## config.mk

```make
export PLATFORM = sky130hd
export DESIGN_NAME = sobel_window_ctrl_flat
export DESIGN_NICKNAME = d
export VERILOG_FILES = /design/src/rtl/sobel_window_ctrl_if.sv /design/src/rtl/sobel_window_ctrl.sv /design/src/flat_wrapper.sv
export SDC_FILE = /design/constraint.sdc
export NUM_CORES = 2
export LEC_CHECK = 0
export ABC_CLOCK_PERIOD_IN_PS = 13200
export BUFFER_PORTS_ARGS = -buffer_cell sky130_fd_sc_hd__buf_2
export CORE_MARGIN = 3
export CORE_UTILIZATION = 56
export CTS_CLUSTER_SIZE = 40
export DETAILED_ROUTE_END_ITERATION = 8
export PLACE_DENSITY = 0.78
export SETUP_SLACK_MARGIN = 0.2
export SLEW_MARGIN = 30
export SYNTH_ARGS = -nofsm -noshare
export SYNTH_HDL_FRONTEND = slang
export SYNTH_SLANG_ARGS = --single-unit
```

## constraint.sdc

```tcl
create_clock -name clk -period 13.2 [get_ports clk]
set_input_delay 1.98 -clock clk [delete_from_list [all_inputs] [get_ports clk]]
set_output_delay 1.98 -clock clk [all_outputs]
set_load 0.01 [all_outputs]
```

## src/rtl/sobel_window_ctrl_if.sv

```systemverilog
// Raster pixel-stream handshake between a pixel source (master) and sobel_window_ctrl (slave).
interface sobel_window_ctrl_if;
  logic [7:0] pix_in;
  logic       pix_valid;
  logic       pix_sof;
  logic       pix_ready;

  modport master (output pix_in, pix_valid, pix_sof, input pix_ready);
  modport slave  (input pix_in, pix_valid, pix_sof, output pix_ready);
endinterface

```

## src/rtl/sobel_window_ctrl.sv

```systemverilog
// 3x3 window controller for sobel_core: two line buffers, border blanking and frame sequencing.
// Optional start-of-frame protocol checking is enabled by defining SOBEL_CTRL_ERR_EN.
module sobel_window_ctrl #(
  parameter int IMG_W = 256,
  parameter int IMG_H = 256
) (
  input  logic               clk,
  input  logic               rst,
  sobel_window_ctrl_if.slave pix,
  output logic [7:0]         Z1,
  output logic [7:0]         Z2,
  output logic [7:0]         Z3,
  output logic [7:0]         Z4,
  output logic [7:0]         Z5,
  output logic [7:0]         Z6,
  output logic [7:0]         Z7,
  output logic [7:0]         Z8,
  output logic [7:0]         Z9,
  output logic               valid_data,
  output logic               black_data,
  output logic               frame_done,
  output logic               err
);
  localparam int CW = $clog2(IMG_W);
  localparam int RW = $clog2(IMG_H);
  localparam logic [CW-1:0] COL_LAST = CW'(IMG_W - 1);
  localparam logic [RW-1:0] ROW_LAST = RW'(IMG_H - 1);

  localparam logic [2:0] S_IDLE  = 3'd0;
  localparam logic [2:0] S_LOAD  = 3'd1;
  localparam logic [2:0] S_RUN   = 3'd2;
  localparam logic [2:0] S_FLUSH = 3'd3;
  localparam logic [2:0] S_DONE  = 3'd4;

  logic [2:0]           state;
  logic [CW-1:0]        in_col, out_col, wr_col;
  logic [RW-1:0]        in_row, out_row;
  logic [7:0]           lb0 [IMG_W];
  logic [7:0]           lb1 [IMG_W];
  logic [2:0][2:0][7:0] win, win_next, z_q;
  logic                 accept, sof_abort, emit, border, last_in, last_out;

  assign pix.pix_ready = !rst && (state == S_IDLE || state == S_LOAD || state == S_RUN);
  assign accept        = pix.pix_valid && pix.pix_ready;
  assign last_in       = (in_row == ROW_LAST) && (in_col == COL_LAST);
  assign last_out      = (out_row == ROW_LAST) && (out_col == COL_LAST);
  assign border        = (out_row == '0) || (out_row == ROW_LAST) ||
                         (out_col == '0) || (out_col == COL_LAST);
  assign emit          = ((state == S_RUN) && accept) || (state == S_FLUSH);

`ifdef SOBEL_CTRL_ERR_EN
  logic sof_missing;
  assign sof_abort   = accept && pix.pix_sof && (state != S_IDLE);
  assign sof_missing = accept && !pix.pix_sof && (state == S_IDLE);

  always_ff @(posedge clk) begin
    if (rst)                            err <= 1'b0;
    else if (sof_abort || sof_missing)  err <= 1'b1;
  end
`else
  logic unused_sof;
  assign unused_sof = pix.pix_sof;
  assign sof_abort  = 1'b0;
  assign err        = 1'b0;
`endif

  // A restarting pixel is pixel 0 of its frame, so it lands in column 0.
  assign wr_col = sof_abort ? '0 : in_col;

  always_comb begin
    // NOTE: assign a default to every always_comb output first so no path can infer a latch.
    win_next = win;
    for (int r = 0; r < 3; r++) begin
      win_next[r][0] = win[r][1];
      win_next[r][1] = win[r][2];
    end
    win_next[0][2] = lb1[wr_col];
    win_next[1][2] = lb0[wr_col];
    win_next[2][2] = pix.pix_in;
  end

  // NOTE: line buffers get no reset; stale lines only ever reach border windows, which are blanked.
  always_ff @(posedge clk) begin
    if (accept) begin
      lb1[wr_col] <= lb0[wr_col];
      lb0[wr_col] <= pix.pix_in;
    end
  end

  // NOTE: sequential state uses non-blocking assignments so every register samples pre-edge values.
  always_ff @(posedge clk) begin
    if (rst) begin
      state      <= S_IDLE;
      in_col     <= '0;
      in_row     <= '0;
      out_col    <= '0;
      out_row    <= '0;
      win        <= '0;
      z_q        <= '0;
      valid_data <= 1'b0;
      black_data <= 1'b0;
      frame_done <= 1'b0;
    end else begin
      valid_data <= 1'b0;
      black_data <= 1'b0;
      frame_done <= 1'b0;
      if (sof_abort) begin
        state   <= S_LOAD;
        win     <= win_next;
        in_col  <= CW'(1);
        in_row  <= '0;
        out_col <= '0;
        out_row <= '0;
      end else begin
        if (accept) begin
          win <= win_next;
          if (in_col == COL_LAST) begin
            in_col <= '0;
            in_row <= (in_row == ROW_LAST) ? '0 : in_row + 1'b1;
          end else begin
            in_col <= in_col + 1'b1;
          end
        end
        if (emit) begin
          valid_data <= !border;
          black_data <= border;
          z_q        <= border ? '0 : win_next;
          if (out_col == COL_LAST) begin
            out_col <= '0;
            out_row <= (out_row == ROW_LAST) ? '0 : out_row + 1'b1;
          end else begin
            out_col <= out_col + 1'b1;
          end
        end
        case (state)
          S_IDLE:  if (accept) state <= S_LOAD;
          // The window first reaches a complete centre once pixel IMG_W+1 arrives.
          S_LOAD:  if (accept && in_row == RW'(1) && in_col == '0) state <= S_RUN;
          S_RUN:   if (accept && last_in) state <= S_FLUSH;
          S_FLUSH: if (last_out) state <= S_DONE;
          S_DONE: begin
            frame_done <= 1'b1;
            in_col     <= '0;
            in_row     <= '0;
            out_col    <= '0;
            out_row    <= '0;
            state      <= S_IDLE;
          end
          default: state <= S_IDLE;
        endcase
      end
    end
  end

  assign Z1 = z_q[0][0];
  assign Z2 = z_q[0][1];
  assign Z3 = z_q[0][2];
  assign Z4 = z_q[1][0];
  assign Z5 = z_q[1][1];
  assign Z6 = z_q[1][2];
  assign Z7 = z_q[2][0];
  assign Z8 = z_q[2][1];
  assign Z9 = z_q[2][2];
endmodule
```

## src/flat_wrapper.sv

```systemverilog
// flat-port wrapper written by rule: the top's interface ports become plain ports
module sobel_window_ctrl_flat 
#(
  parameter int IMG_W = 256,
  parameter int IMG_H = 256
)
  (clk, rst, Z1, Z2, Z3, Z4, Z5, Z6, Z7, Z8, Z9, valid_data, black_data, frame_done, err, pix_pix_in, pix_pix_valid, pix_pix_sof, pix_pix_ready);
  sobel_window_ctrl_if pix_i ();
  input  logic clk;
  input  logic rst;
  output logic [7:0] Z1;
  output logic [7:0] Z2;
  output logic [7:0] Z3;
  output logic [7:0] Z4;
  output logic [7:0] Z5;
  output logic [7:0] Z6;
  output logic [7:0] Z7;
  output logic [7:0] Z8;
  output logic [7:0] Z9;
  output logic valid_data;
  output logic black_data;
  output logic frame_done;
  output logic err;
  input wire logic [$bits(pix_i.pix_in)-1:0] pix_pix_in;
  input wire logic [$bits(pix_i.pix_valid)-1:0] pix_pix_valid;
  input wire logic [$bits(pix_i.pix_sof)-1:0] pix_pix_sof;
  output wire logic [$bits(pix_i.pix_ready)-1:0] pix_pix_ready;
  assign pix_i.pix_in = pix_pix_in;
  assign pix_i.pix_valid = pix_pix_valid;
  assign pix_i.pix_sof = pix_pix_sof;
  assign pix_pix_ready = pix_i.pix_ready;
  sobel_window_ctrl #(.IMG_W(IMG_W), .IMG_H(IMG_H)) u_core (.clk(clk), .rst(rst), .pix(pix_i), .Z1(Z1), .Z2(Z2), .Z3(Z3), .Z4(Z4), .Z5(Z5), .Z6(Z6), .Z7(Z7), .Z8(Z8), .Z9(Z9), .valid_data(valid_data), .black_data(black_data), .frame_done(frame_done), .err(err));
endmodule
```

==> flow_summary.json <==
{
  "status": "finished, final reports clean",
  "syn_inst": 7966,
  "final.setup.tns_ns": 0,
  "syn-cell-area_mm2": 0.165,
  "drive_gt1_share_pct": 24.4,
  "initial_core_util_pct": 56.4,
  "hp-class": "flop to flop",
  "grt.overflow.total": 0,
  "dp_hpwl_mm": 268,
  "grt_pass1_wl_mm": 657,
  "gr-usage-all-layers_pct": 30.8,
  "syn_area_per_cell_um2": 20.7,
  "fin_util_pct": 63.0,
  "relSlewSlack_pct": 23.9,
  "fmax_mhz": 149,
  "yosys_warnings": 0,
  "worst_pin_slew_ns": 1.14,
  "synthArstFlopShare_pct": 0,
  "nets": 8439,
  "powerDensity_mw_per_mm2": 152,
  "vias": 89400,
  "drtAntennaViolNets": 0,
  "h-tree-depth": 5,
  "grt_max_degree": 211,
  "die_x_um": 548,
  "cts-buffers-inserted": 406,
  "crit_path_end_kind": "flop",
  "critPathArrivalTime_ns": 7.23,
  "timing.rr.end": "u_core.lb1[82][0]",
  "yosys.cell_types.count": 90,
  "cts_hold_buffers": 0,
  "fin_skew_ns": 0.120,
  "yosysTopAreaCellShare_pct": 74.7,
  "clk_latency_ns": 0.96,
  "ys.flop_type": "edfxtp_1",
  "peakVddDrop_mv": 0.124,
  "rrSetupSlack_ns": 6.49,
  "holdPathStages": 2,
  "fin_crit_ns": 6.71,
  "crit_required_ns": 13.72,
  "die-area_mm2": 0.300,
  "clockBufferDepth": 4,
  "worstPathMaxFanout": 103,
  "maxCapViolCount": 0,
  "drtIter0Drc": 16100,
  "worstRegToRegCells": 12,
  "antenna_found_initial": 35,
  "cts_tree": "done",
  "grt_pass1_vias": 87300,
  "syn_to_final_growth_pct": 11.8,
  "ys_seq_area_share_pct": 76.8,
  "yosys_register_bits": 4262,
  "synthTopCellsByArea": "edfxtp_1, mux4_2, mux2i_1",
  "io_pins": 89,
  "rsz0062_at_grt": "no",
  "cts-root-buf": "clkbuf_16",
  "remaining_drc_errors": 0,
  "path_class": "flop to flop",
  "synth.most_common_cell": "edfxtp_1",
  "p_leak_nw": 57.1,
  "ys_top_cells_by_count": "edfxtp_1, mux4_2, nor2_1",
  "finalHoldViolations": 0,
  "vias_per_cell": 7.06,
  "startpoint_type": "flop",
  "clkTransAtPathRegs_ns": 0.06,
  "firstDrtPassIters": 8,
  "port_buffers": 86,
  "die_y_um": 548,
  "cts.sinks": 4262,
  "cts_setup_buffers": 0,
  "coreArea_mm2": 0.292,
  "syn-num-nets": 7988,
  "synth_top_area_cell": "edfxtp_1",
  "hold_start": "u_core.win[66]",
  "synth_edf_count": 4096,
  "min_to": "u_core.win[58]",
  "finalSetupViolCount": 0,
  "finalCritPeriodShare_pct": 50.8,
  "post_drt_wl_per_cell_um": 36.9,
  "wl_mm": 467,
  "gp_congestion": 0.924,
  "finalMaxSlewViolations": 0,
  "ctsResizeCount": 0,
  "fp-row-count": 198
}
## how the worst max path moves through the flow
stage | start | end | slack [ns] | cells past startpoint
after floorplan | flop | u_core.lb1[0][0] | 1.95 | 10
after global placement | flop | u_core.lb1[0][2] | 6.44 | 10
after detailed placement | flop | u_core.lb1[16][0] | 6.37 | 11
after CTS | flop | u_core.lb1[81][0] | 6.23 | 10
after global routing | flop | u_core.lb1[255][4] | 6.29 | 10
final | flop | u_core.lb1[82][0] | 6.49 | 12
## worst max-delay path, stage by stage, from the launching register on
cell and delay, ns:
dfxtp_4 0.86, buf_4 0.77, buf_4 0.77, and3b_1 0.55, buf_4 0.45, a221o_1 0.22
a21oi_1 0.05, a221o_1 0.40, o32a_1 0.36, o41ai_4 0.11, buf_4 0.45, buf_12 0.29
buf_6 0.70
## area by class of cell
| type | instances | area [um2] |
|---|---|---|
| inverters | 16 | 66.3 |
| clock buffers | 497 | 10700 |
| diodes | 26 | 65.1 |
| fillers | 18500 | 108000 |
| flip-flops and latches | 4262 | 126000 |
| clock inverters | 234 | 2280 |
| well taps | 3900 | 4880 |
| multi-input cells | 3216 | 35500 |
| repair buffers | 515 | 4020 |
## power breakdown
part,internal (mW),switching (mW),total [mW]
logic,0.440,0.917,1.36
clock network,6.51,5.00,11.5
registers,15.0,0.0214,15.0
## layer usage
layer | global-route usage, % | up-vias | wire, um
li1 | - | 34200 | -
met1 | 40.0 | 45600 | 151000
met2 | 46.2 | 8140 | 213000
met3 | 10.2 | 1522 | 71000
met4 | 17.3 | 34 | 31400
met5 | 0 | - | 212
## sequential cells by signal (all words and copies together), names as in the netlist, named ones only
register	cells
u_core.Z5	8
u_core.lb0	2048
u_core.valid_data	1
u_core.win	48
u_core.in_col	8
u_core.black_data	1
u_core.Z4	8
u_core.state	3
u_core.frame_done	1
u_core.in_row	8
u_core.out_row	8
u_core.Z6	8
u_core.lb1	2048
u_core.out_col	8
u_core.Z3	8
u_core.Z9	8
u_core.Z1	8
u_core.Z7	8
u_core.Z2	8
u_core.Z8	8
## through the flow
step	instances	worst slack, ns	instance area [um2]	power (mW)	hold slack (ns)
2_1_floorplan	7966	1.95	165000	16.2	0.427
3_3_place_gp	11900	6.44	170000	16.6	0.447
3_5_place_dp	11900	6.37	171000	16.6	0.439
4_1_cts	12600	6.23	184000	27.9	0.453
5_1_grt	12600	6.29	184000	28.5	0.473
6_report	12700	6.49	184000	27.9	0.448
## cell usage in the layout (no fill, tap or decap), drive strengths merged, types with 25 or more instances in the layout
| cell | count |
|---|---|
| diode | 26 |
| clkinv | 173 |
| dfxtp | 166 |
| nor2 | 396 |
| a21oi | 109 |
| nand3 | 58 |
| edfxtp | 4096 |
| a22o | 75 |
| buf | 512 |
| o22ai | 161 |
| nor3 | 43 |
| nor2b | 32 |
| nand3b | 39 |
| or3 | 26 |
| nor4 | 26 |
| a221oi | 52 |
| mux2 | 106 |
| mux2i | 370 |
| clkbuf | 500 |
| nand4 | 27 |
| a211oi | 33 |
| a22oi | 81 |
| o32a | 25 |
| o221ai | 118 |
| o21ai | 91 |
| inv | 28 |
| mux4 | 827 |
| nand2 | 251 |
| bufinv | 37 |
## logic make-up (layout without fill, tap and decap cells)
family                   after synthesis  in the layout  synth area share (%)
multiplexers                        1303           1303                  14.3
AND/OR/NAND/NOR                      998            998                  2.83
AO/OA/AOI/OAI                        879            879                  3.99
buffers and inverters                488           1262                  1.92
adder cells (fa/ha/maj)               10             10                0.0760
other                                  1             27               0.00228
flip-flops                          4262           4262                  76.8
XOR/XNOR                              25             25                 0.133
Power figures use the tool's default switching activity.
